**config.mk**
```make
export PLATFORM = sky130hd
export DESIGN_NAME = div_strobe_monitor
export DESIGN_NICKNAME = d
export VERILOG_FILES = /design/src/rtl/div_strobe_monitor.sv
export SDC_FILE = /design/constraint.sdc
export NUM_CORES = 1
export LEC_CHECK = 0
export ABC_AREA = 1
export BUFFER_PORTS_ARGS = -buffer_cell sky130_fd_sc_hd__buf_4
export CORE_MARGIN = 2
export CORE_UTILIZATION = 56
export DETAILED_ROUTE_END_ITERATION = 10
export GPL_TIMING_DRIVEN = 0
export HOLD_SLACK_MARGIN = 0.02
export PLACE_DENSITY = 0.85
export REMOVE_ABC_BUFFERS = 1
export SLEW_MARGIN = 20
export SYNTH_ARGS = -nofsm -noshare
export SYNTH_HDL_FRONTEND = slang
export SYNTH_SLANG_ARGS = --single-unit
```
**constraint.sdc**
```tcl
create_clock -name clk -period 1.8 [get_ports clk]
set_input_delay 0.45 -clock clk [delete_from_list [all_inputs] [get_ports clk]]
set_output_delay 0.45 -clock clk [all_outputs]
set_load 0.03 [all_outputs]
```
**src/rtl/div_strobe_monitor.sv**
```systemverilog
// Strobe-period monitor: measures the interval between strobes, locks after LOCK_CNT
// good intervals of DIV cycles, and flags early/late strobes. Option: DIV_STROBE_MONITOR_STICKY_ERR_EN.
module div_strobe_monitor #(
    parameter int DIV      = 3,
    parameter int LOCK_CNT = 4
) (
    input  logic       clk,
    input  logic       reset,
    input  logic       strobe,
    output logic       locked,
    output logic       err,
    output logic [7:0] period,
    output logic       period_valid,
    output logic [7:0] err_count,
    output logic [1:0] state_o
);

    typedef enum logic [1:0] {
        S_IDLE   = 2'd0,
        S_ACQ    = 2'd1,
        S_LOCKED = 2'd2
    } state_t;

    localparam logic [7:0] DIV_C  = 8'(DIV);
    localparam logic [3:0] LOCK_C = 4'(LOCK_CNT);

    state_t     state_q, state_d;
    logic [3:0] good_q, good_d;
    logic       late_q, late_d;
    logic [7:0] cnt_q, cnt_d;
    logic [7:0] period_q, period_d;
    logic       pv_q, pv_d;
    logic       err_q, err_d;
    logic [7:0] err_count_q, err_count_d;
    logic       err_flag;

    always_ff @(posedge clk) begin
        if (reset) begin
            state_q     <= S_IDLE;
            good_q      <= 4'd0;
            late_q      <= 1'b0;
            cnt_q       <= 8'd0;
            period_q    <= 8'd0;
            pv_q        <= 1'b0;
            err_q       <= 1'b0;
            err_count_q <= 8'd0;
        end else begin
            state_q     <= state_d;
            good_q      <= good_d;
            late_q      <= late_d;
            cnt_q       <= cnt_d;
            period_q    <= period_d;
            pv_q        <= pv_d;
            err_q       <= err_d;
            err_count_q <= err_count_d;
        end
    end

    // late_q marks an interval already reported as late, so its closing strobe is not an error.
    always_comb begin
        state_d  = state_q;
        good_d   = good_q;
        late_d   = late_q;
        err_flag = 1'b0;
        unique case (state_q)
            S_IDLE: begin
                if (strobe) begin
                    state_d = S_ACQ;
                    good_d  = 4'd0;
                    late_d  = 1'b0;
                end
            end
            S_ACQ, S_LOCKED: begin
                if (strobe) begin
                    late_d = 1'b0;
                    if (late_q) begin
                        good_d = 4'd0;
                    end else if (cnt_q == DIV_C) begin
                        if (state_q == S_ACQ) begin
                            good_d = good_q + 4'd1;
                            if (good_d == LOCK_C) state_d = S_LOCKED;
                        end
                    end else begin
                        err_flag = 1'b1;
                        good_d   = 4'd0;
                        state_d  = S_ACQ;
                    end
                end else if (cnt_q == DIV_C && !late_q) begin
                    err_flag = 1'b1;
                    late_d   = 1'b1;
                    good_d   = 4'd0;
                    state_d  = S_ACQ;
                end
            end
            default: begin
                state_d = S_IDLE;
                good_d  = 4'd0;
                late_d  = 1'b0;
            end
        endcase
    end

    always_comb begin
        cnt_d       = strobe ? 8'd1 : ((cnt_q == 8'd255) ? 8'd255 : cnt_q + 8'd1);
        pv_d        = strobe && (state_q != S_IDLE);
        period_d    = pv_d ? cnt_q : period_q;
        err_count_d = (err_flag && err_count_q != 8'd255) ? err_count_q + 8'd1 : err_count_q;
`ifdef DIV_STROBE_MONITOR_STICKY_ERR_EN
        err_d       = err_q | err_flag;
`else
        err_d       = err_flag;
`endif
    end

    always_comb begin
        locked       = (state_q == S_LOCKED);
        state_o      = state_q;
        err          = err_q;
        period       = period_q;
        period_valid = pv_q;
        err_count    = err_count_q;
    end

endmodule

```
==> results of run 1 <==
## what timing repair did
action | CTS | global route
setup endpoints to repair | 0 | 14
resized for setup | 0 | 6
hold buffers | 0 | 0
## cell families after synthesis
kind of cell / after synthesis / synth area share (%)
buf+inv: 35 / 7.854
flops: 33 / 38.40
xor+xnor: 5 / 2.546
fa+ha+maj: 8 / 5.818
compound gates: 37 / 11.49
simple gates: 116 / 33.89
## metrics by stage
stage,utilization [%],std cells
floorplan,-,230
global placement,64.33,286
detailed placement,64.33,286
CTS,66.76,293
global route,67.27,293
finish,67.27,293
## cell type report
class	count	area, um^2
flip-flops and latches	33	663.1
clock inverters	2	35.03
clock buffers	5	37.54
multi-input cells	166	937.1
fillers	266	974.7
well taps	33	41.29
inverters	31	116.4
repair buffers	23	172.7
## worst max-delay path: cells and delay by family (launching register included)
family / cells / cell delay [ps]
adders and majority gates: 1 / 350
DFF: 1 / 380
AOI/OAI and AO/OA: 1 / 130
buffers and inverters: 2 / 190
and+or+nand+nor: 5 / 520
## layout by cell type (no fill, tap or decap), types with 4 or more instances in the layout
| cell | synthesis | final |
|---|---|---|
| inv_2 | 6 | 6 |
| inv_1 | 24 | 24 |
| nand4_1 | 5 | 5 |
| clkbuf_4 | 0 | 5 |
| ha_1 | 8 | 7 |
| a21oi_1 | 16 | 16 |
| buf_4 | 0 | 23 |
| nand2_1 | 37 | 37 |
| nand3_1 | 18 | 18 |
| dfxtp_1 | 33 | 31 |
| nor2_4 | 3 | 4 |
| o21ai_0 | 12 | 12 |
| nor2_1 | 38 | 36 |
## state kept, by name, summed over array words and instances (netlist names)
register	count
err_count	8
state_o	2
period_valid	1
late_q	1
cnt_q	8
err	1
period	8
good_q	4
## per-layer routing
| metal | vias to the layer above | share of wire (%) | track usage [%] |
|---|---|---|---|
| li1 | 807 | - | - |
| met1 | 685 | 47 | 25.61 |
| met2 | 24 | 47 | 33.75 |
| met3 | 8 | 4.1 | 6.550 |
| met4 | 0 | 2.0 | 8.766 |
| met5 | - | 0 | 0 |
## power by group
group | leakage [nW] | switching, W | internal, W
combinational | 0.622 | 0.000440 | 0.000229
sequential | 0.269 | 0.0000681 | 0.000817
clock | 0.0410 | 0.000258 | 0.000283
## worst min-delay path by stage
| stage | from | endpoint |
|---|---|---|
| 3_3_place_gp | err_count[1]$_SDFFE_PP0P_ | err_count[1]$_SDFFE_PP0P_ |
| 4_1_cts | reset | err_count[5]$_SDFFE_PP0P_ |
| 6_report | reset | err_count[2]$_SDFFE_PP0P_ |
| 2_1_floorplan | cnt_q[0]$_SDFF_PP0_ | cnt_q[0]$_SDFF_PP0_ |
| 5_1_grt | reset | err_count[2]$_SDFFE_PP0P_ |
| 3_5_place_dp | err_count[1]$_SDFFE_PP0P_ | err_count[1]$_SDFFE_PP0P_ |
==> results.json, run 1 <==
{
  "outcome": "finished, final reports clean",
  "critPathLaunchType": "flop",
  "grt_pass1_wl_mm": 5.533,
  "synth.avg_cell_area_um2": 7.352,
  "ys_seq_elements": 33,
  "die_y_um": 59.43,
  "synth_area_mm2": 0.001720,
  "cp-endpoint": "err_count[6]$_SDFFE_PP0P_",
  "synth_warnings": 0,
  "final_design_area_no_fill_mm2": 0.002003,
  "rsz0062_at_grt": "no",
  "setup_viol": 0,
  "clk_pin_slew_ps": 110,
  "core_area_mm2": 0.002978,
  "slew_headroom_pct": 66.64,
  "ir_worst_vdd_mv": 0.7626,
  "p_per_area_mw_per_mm2": 1046,
  "r2r_end": "err_count[6]$_SDFFE_PP0P_",
  "tightest_slew_ps": 499.9,
  "drtPass1Iterations": 4,
  "cp_cell_sequence": "inv_1 -> ha_1 -> inv_1 -> nor2_4 -> nand2_4 -> nor2_8 -> nand2_4 -> o21ai_1 -> nor2_1",
  "diodes": 0,
  "drtAntennaViolNets": 0,
  "synth-edff-count": 0,
  "synthCells": 234,
  "port_buffers": 23,
  "clock.fmax_ghz": 0.6014,
  "hold_ws_ps": 349.0,
  "die-area_mm2": 0.003531,
  "routed_wl_mm": 3.256,
  "drt-initial-drc-count": 73,
  "setup_slack_ps": 137.2,
  "postCtsSetupBuffers": 0,
  "wl_per_cell_um": 11.11,
  "track_usage_pct": 20.92,
  "placedInstanceArea_mm2": 0.001916,
  "power_w": 0.002095,
  "cts.path.max_buffers": 2,
  "grt_start_max_net_pins": 17,
  "hold_viol": 0,
  "cts_buffers": 5,
  "cp-startpoint": "state_o[1]$_SDFFE_PP0P_",
  "finClkSkew_ps": 15.04,
  "io_pins": 24,
  "nNetsFinal": 271,
  "cp.required_ps": 2060,
  "rows": 20,
  "grt_overflow_total": 0,
  "max-cap-violations": 0,
  "period_share_pct": 92.38,
  "worstSetupPathType": "flop to flop",
  "power_leakage_nw": 0.9329,
  "cts_num_sinks": 33,
  "drc": 0,
  "start_util_pct": 57.77,
  "synth_flop_cell": "dfxtp_1",
  "hold_depth": 2,
  "slowest_stage": "dfxtp_1",
  "drive_gt1_share_pct": 21.54,
  "die_w_um": 59.43,
  "rr_startpoint": "state_o[1]$_SDFFE_PP0P_",
  "hold_path.class": "input port to flop",
  "postSynth.asyncResetShare_pct": 0,
  "cp_data_arrival_time_ps": 1920,
  "antenna_found_initial": 0,
  "vias_per_cell": 5.201,
  "vias": 1524,
  "gp_congestion": 0.9613,
  "tns_ps": 0,
  "reg2regPathDepth": 9,
  "clk_latency_ps": 350,
  "yosys-top-cells-count": "nor2_1 (38), nand2_1 (37), dfxtp_1 (33)",
  "drv_slew": 0,
  "clockRootBuffer": "clkbuf_4",
  "period_needed_ps": 1663,
  "rrSetupSlack_ps": 140,
  "dp_hpwl_mm": 2.415,
  "crit_fanout": 9,
  "yosysMostFrequentCell": "nor2_1",
  "yosys.area.top_type_share_pct": 38.40,
  "first_global_vias": 1308,
  "synth_area_leaders": "dfxtp_1 (38%), nor2_1 (8.3%), nand2_1 (8.1%)",
  "area_growth_pct": 16.44,
  "slowest_delay_ps": 380,
  "crit_path_end_kind": "flop",
  "yosysUniqueCellTypes": 29,
  "pre_cts_ws_ps": 28.11,
  "synth_top_area_cell": "dfxtp_1",
  "cts_tree": "done",
  "cts-htree-levels": 2,
  "ys_seq_area_share_pct": 38.40
}
No activity file was read; power rests on OpenSTA's default activity.
==> inputs of run 2 (changes only) <==
--- a/config.mk
+++ b/config.mk
@@ -5,14 +5,14 @@
 export SDC_FILE = /design/constraint.sdc
 export NUM_CORES = 1
 export LEC_CHECK = 0
-export ABC_AREA = 1
 export BUFFER_PORTS_ARGS = -buffer_cell sky130_fd_sc_hd__buf_4
+export CORE_ASPECT_RATIO = 0.5
 export CORE_MARGIN = 2
-export CORE_UTILIZATION = 56
+export CORE_UTILIZATION = 55
 export DETAILED_ROUTE_END_ITERATION = 10
 export GPL_TIMING_DRIVEN = 0
 export HOLD_SLACK_MARGIN = 0.02
-export PLACE_DENSITY = 0.85
+export PLACE_DENSITY = 0.84
 export REMOVE_ABC_BUFFERS = 1
 export SLEW_MARGIN = 20
 export SYNTH_ARGS = -nofsm -noshare
==> run 2 against run 1 <==
  * The run now ends with negative setup slack left
  * Synthesized area shrank 7.0%
  * Cell count is 8.9% lower
  * Sequential share of layout area shrank 3.8 points
  * Critical path depth shrank 2
  * Die area is 4.2% lower
  * Non-clock buffer count up 17
  * Global-route usage up 7.1 points
  * Clock power up 58%
  * Via count up 20%
  * First-iteration DRC count rose to 3.0 times the previous value
  * Sequential power is 13% lower
  * Critical path type unchanged
  * Highest routed layer unchanged
==> results.json, run 2 <==
{
  "outcome": "complete, but fails checks",
  "failed_checks": "negative setup slack",
  "hold_path.class": "flop to flop",
  "synth_area_mm2": 0.001600,
  "ir_worst_vdd_mv": 0.5791,
  "clock.fmax_ghz": 0.4675,
  "drtPass1Iterations": 5,
  "ys_seq_elements": 33,
  "ys_seq_area_share_pct": 41.28,
  "yosys-top-cells-count": "dfxtp_1 (33), nand2_1 (26), nor2_1 (23)",
  "io_pins": 24,
  "synth_flop_cell": "dfxtp_1",
  "start_util_pct": 59.63,
  "tightest_slew_ps": 648.6,
  "antenna_found_initial": 0,
  "drtAntennaViolNets": 0,
  "clk_latency_ps": 290,
  "synth_top_area_cell": "dfxtp_1",
  "die_y_um": 42.14,
  "slew_headroom_pct": 56.60,
  "synthCells": 189,
  "crit_fanout": 4,
  "cts-htree-levels": 2,
  "finClkSkew_ps": 9.333,
  "die_w_um": 80.29,
  "cts_buffers": 5,
  "grt_start_max_net_pins": 29,
  "period_needed_ps": 2139,
  "vias": 1823,
  "crit_path_end_kind": "flop",
  "diodes": 0,
  "postSynth.asyncResetShare_pct": 0,
  "setup_slack_ps": -338.8,
  "rsz0062_at_grt": "yes",
  "cp_data_arrival_time_ps": 2320,
  "cp.required_ps": 1980,
  "area_growth_pct": 43.24,
  "wl_per_cell_um": 21.90,
  "yosys.area.top_type_share_pct": 41.28,
  "pre_cts_ws_ps": -620.6,
  "worstSetupPathType": "flop to flop",
  "yosysMostFrequentCell": "dfxtp_1",
  "nNetsFinal": 240,
  "vias_per_cell": 6.828,
  "critPathLaunchType": "flop",
  "drive_gt1_share_pct": 39.13,
  "routed_wl_mm": 5.848,
  "dp_hpwl_mm": 2.343,
  "hold_ws_ps": 467.9,
  "p_per_area_mw_per_mm2": 818.8,
  "hold_buffers": 0,
  "cts.path.max_buffers": 2,
  "cts_num_sinks": 33,
  "clk_pin_slew_ps": 80,
  "clockRootBuffer": "clkbuf_8",
  "grt_overflow_total": 0,
  "yosysUniqueCellTypes": 43,
  "slowest_delay_ps": 520,
  "layout_common_cells": "buf_4 (37), dfxtp_1 (27), nand2_1 (25)",
  "synth_warnings": 0,
  "synth.avg_cell_area_um2": 8.467,
  "core_area_mm2": 0.002684,
  "drc": 0,
  "slowest_stage": "or4b_4",
  "first_global_vias": 1488,
  "drv_slew": 0,
  "setup_viol": 15,
  "synth-edff-count": 0,
  "cts_tree": "done",
  "layout_commonest_cell": "buf_4",
  "synth_area_leaders": "dfxtp_1 (41%), ha_1 (6.3%), nand2_1 (6.1%)",
  "hold_viol": 0,
  "die-area_mm2": 0.003383,
  "rows": 13,
  "port_buffers": 23,
  "max-cap-violations": 0,
  "track_usage_pct": 28.02,
  "power_leakage_nw": 0.8656,
  "drt-initial-drc-count": 221,
  "gp_congestion": 0.8449,
  "grt_pass1_wl_mm": 7.162,
  "cp_cell_sequence": "ha_4 -> or4b_4 -> buf_4 -> nor4_4 -> and2_4 -> a21oi_1 -> a311oi_2",
  "period_share_pct": 118.8
}
run 2: changes by cell type in the layout (fill, tap and decap cells not counted), sizes merged, moves of 11 or more:
cell,change
buf,+17
inv,-26
nand2,-16
nand3,-12
nor2,-20
o21ai,-11
run 2: power breakdown:
group          leakage (nW)  total (W)  switching, W  internal [W]
Clock                0.0681   0.000854      0.000304      0.000550
Combinational         0.528   0.000257      0.000159     0.0000981
Sequential            0.270   0.000766     0.0000201      0.000746
Total                 0.866    0.00188      0.000483       0.00139
run 2: layer usage:
metal / global-route usage (%) / part of all wire (%) / vias to the layer above
met5: 0 / 0 / -
met3: 9.483 / 10 / 56
met1: 32.40 / 38 / 842
met4: 11.86 / 6.7 / 0
li1: - / - / 753
met2: 47.67 / 45 / 172
run 2: worst max-delay path: cells and delay by family (launching register included):
kind | cells | cell delay [ps]
AOI/OAI and AO/OA | 2 | 360
adders and majority gates | 1 | 150
buffers and inverters | 1 | 180
DFF | 1 | 360
and+or+nand+nor | 3 | 980
run 2: layout make-up:
cell class                      instances  area (um^2)
Multi-Input combinational cell        145         1115
Sequential cell                        33        670.6
Fill cell                             115        391.6
Timing Repair Buffer                   40        311.5
Clock buffer                            5        68.82
Clock inverter                          3        65.06
Tap cell                               37        46.29
Inverter                                4        15.01
run 2: metrics by stage:
stage	total power (W)	cells	util, %	area [um^2]	TNS, ps
2_1_floorplan	0.0008800	182	-	1574	-1635
3_3_place_gp	0.0009271	242	66.81	1793	-4173
3_5_place_dp	0.0009335	242	66.81	1793	-5156
4_1_cts	0.001794	260	79.72	2140	-787.6
5_1_grt	0.001913	267	85.41	2292	-4035
6_report	0.001877	267	85.41	2292	-3310
run 2: what timing repair did:
item	CTS	global route
buffers inserted	10	7
pin swaps	15	16
endpoints found under the hold margin	0	0
setup endpoints to repair	15	14
resized for setup	28	25
run 2: path summary, 6_finish.rpt:
check	end	slack, ps	from	depth (start not counted)
worst min register to register	period[4]$_SDFFE_PP0P_	470	period[4]$_SDFFE_PP0P_	2
worst max register to register	good_q[2]$_SDFFE_PP0P_	-340	cnt_q[0]$_SDFF_PP0_	7
worst max-delay path	good_q[2]$_SDFFE_PP0P_	-340	cnt_q[0]$_SDFF_PP0_	7
worst min-delay path	period[4]$_SDFFE_PP0P_	470	period[4]$_SDFFE_PP0P_	2
run 2: kinds of logic after synthesis:
group,count (synthesis),share of synthesized area [%]
multiplexers,5,3.206
buffers and inverters,11,2.580
XOR/XNOR,6,3.284
adder cells (fa/ha/maj),8,6.255
flip-flops,33,41.28
AO/OA/AOI/OAI,40,16.58
AND/OR/NAND/NOR,86,26.82
==> inputs of run 3 (changes only) <==
--- a/config.mk
+++ b/config.mk
@@ -7,9 +7,10 @@
 export LEC_CHECK = 0
 export BUFFER_PORTS_ARGS = -buffer_cell sky130_fd_sc_hd__buf_4
 export CORE_ASPECT_RATIO = 0.5
-export CORE_MARGIN = 2
+export CORE_MARGIN = 1.5
 export CORE_UTILIZATION = 55
 export DETAILED_ROUTE_END_ITERATION = 10
+export GPL_ROUTABILITY_DRIVEN = 0
 export GPL_TIMING_DRIVEN = 0
 export HOLD_SLACK_MARGIN = 0.02
 export PLACE_DENSITY = 0.84
==> run 3 against run 2 <==
  * The run still ends with negative setup slack left
  * Via count shrank 14%
  * Worst setup slack better by 130 ps
  * Sequential power about the same
  * Clock skew barely moved
  * Critical path type unchanged
  * Critical endpoint is now err_count[5]$_SDFFE_PP0P_
==> results.json, run 3 (synthesis results as in run 2) <==
{
  "outcome": "complete, but fails checks",
  "failed_checks": "negative setup slack",
  "placedInstanceArea_mm2": 0.001793,
  "whs_endpoint": "period[0]$_SDFFE_PP0P_",
  "diodes": 0,
  "tightest_slew_ps": 620.9,
  "hold_path.class": "flop to flop",
  "period_share_pct": 111.8,
  "clk_latency_ps": 290,
  "io_pins": 24,
  "area_growth_pct": 33.93,
  "grt_start_max_net_pins": 29,
  "core_area_mm2": 0.002684,
  "rows": 13,
  "r2r_end": "err_count[5]$_SDFFE_PP0P_",
  "nNetsFinal": 233,
  "wl_per_cell_um": 16.35,
  "hold_buffers": 0,
  "clock.fmax_ghz": 0.4971,
  "utilization_pct": 79.86,
  "drive_gt1_share_pct": 31.84,
  "drtPass1Iterations": 4,
  "layout_common_cells": "buf_4 (32), dfxtp_1 (28), nand2_1 (25)",
  "ir_worst_vdd_mv": 0.6204,
  "antenna_found_initial": 0,
  "clockRootBuffer": "clkbuf_8",
  "finClkSkew_ps": 8.917,
  "rr_startpoint": "cnt_q[1]$_SDFF_PP0_",
  "vias_per_cell": 6.008,
  "final_design_area_no_fill_mm2": 0.002143,
  "reg2regPathDepth": 6,
  "dp_hpwl_mm": 2.199,
  "pre_cts_ws_ps": -525.6,
  "drv_slew": 0,
  "die-area_mm2": 0.003262,
  "hold_ws_ps": 457.7,
  "grt_pass1_wl_mm": 6.099,
  "track_usage_pct": 26.12,
  "cts_buffers": 5,
  "vias": 1562,
  "power_leakage_nw": 0.8052,
  "routed_wl_mm": 4.251,
  "cts_num_sinks": 33,
  "slowest_stage": "or4b_4",
  "worstSetupPathType": "flop to flop",
  "p_per_area_mw_per_mm2": 845.4,
  "period_needed_ps": 2012,
  "die_y_um": 41.14,
  "die_w_um": 79.29,
  "cts.path.max_buffers": 2,
  "setup_viol": 15,
  "setup_slack_ps": -211.7,
  "cp.required_ps": 1980,
  "cp_cell_sequence": "ha_4 -> or4b_4 -> o21ai_2 -> a211oi_4 -> nand4_1 -> mux2_1",
  "rrSetupSlack_ps": -210,
  "drtAntennaViolNets": 0,
  "drc": 0,
  "max-cap-violations": 0,
  "drt-initial-drc-count": 123,
  "critPathLaunchType": "flop",
  "port_buffers": 23,
  "hold_viol": 0,
  "first_global_vias": 1339,
  "layout_commonest_cell": "buf_4",
  "hold_depth": 2,
  "grt_overflow_total": 0,
  "power_w": 0.001812,
  "slew_headroom_pct": 58.46,
  "critPathBufInv": 0,
  "cp_data_arrival_time_ps": 2190,
  "worstHoldStart": "period[0]$_SDFFE_PP0P_",
  "crit_path_end_kind": "flop",
  "slowest_delay_ps": 550,
  "rsz0062_at_grt": "yes",
  "start_util_pct": 59.63,
  "cts_tree": "done",
  "clk_pin_slew_ps": 70,
  "cts-htree-levels": 2,
  "crit_fanout": 5,
  "critical-path-top-delay-family": "simple AND/OR/NAND/NOR gates"
}
[run 3: cell types whose count changed in the layout (fill, tap and decap cells not counted), sizes merged]
cell / before / now
buf: 40 / 33
[run 3: timing repair]
| action | 4_1_cts | 5_1_grt |
|---|---|---|
| pin swaps | 10 | 9 |
| resized for setup | 20 | 11 |
| setup buffers | 8 | 2 |
| endpoints found under the setup margin | 15 | 15 |
[run 3: metrics by stage]
stage / setup TNS (ps) / cells
6_report: -2227 / 260
5_1_grt: -3251 / 260
4_1_cts: -1171 / 258
3_5_place_dp: -4402 / 242
3_3_place_gp: -4192 / 242
2_1_floorplan: -1635 / 182
[run 3: layer usage]
metal  track usage, %  up-vias  wire length [um]
met3            8.889       17               269
met5                0        -                 0
met1            28.35      739              1768
met4            15.79        0               125
li1                 -      738                 -
met2            47.44       68              2088
[run 3: worst min-delay path, stage by stage (launching register included)]
cell and delay, ps:
dfxtp_1 310, nand2_1 50, a21oi_1 50
[run 3: layout make-up]
class	instances	area [um^2]
Fill cell	156	540.5
Clock inverter	3	65.06
Sequential cell	33	666.9
Clock buffer	5	68.82
Multi-Input combinational cell	145	1030
Inverter	4	15.01
Timing Repair Buffer	33	251.5
Tap cell	37	46.29
[run 3: worst max path at each step]
stage | start | end | slack (ps) | cells after the start
6_report | cnt_q[1]$_SDFF_PP0_ | err_count[5]$_SDFFE_PP0P_ | -210 | 6
3_3_place_gp | cnt_q[0]$_SDFF_PP0_ | err_count[5]$_SDFFE_PP0P_ | -520 | 6
4_1_cts | cnt_q[1]$_SDFF_PP0_ | state_o[1]$_SDFFE_PP0P_ | -140 | 6
5_1_grt | cnt_q[1]$_SDFF_PP0_ | state_o[1]$_SDFFE_PP0P_ | -280 | 6
2_1_floorplan | cnt_q[0]$_SDFF_PP0_ | err_count[5]$_SDFFE_PP0P_ | -260 | 6
3_5_place_dp | cnt_q[0]$_SDFF_PP0_ | err_count[5]$_SDFFE_PP0P_ | -530 | 6
[run 3: power breakdown]
part / internal, W / switching [W] / total [W]
Combinational: 0.0000832 / 0.000130 / 0.000213
Sequential: 0.000747 / 0.0000174 / 0.000764
Clock: 0.000550 / 0.000285 / 0.000835
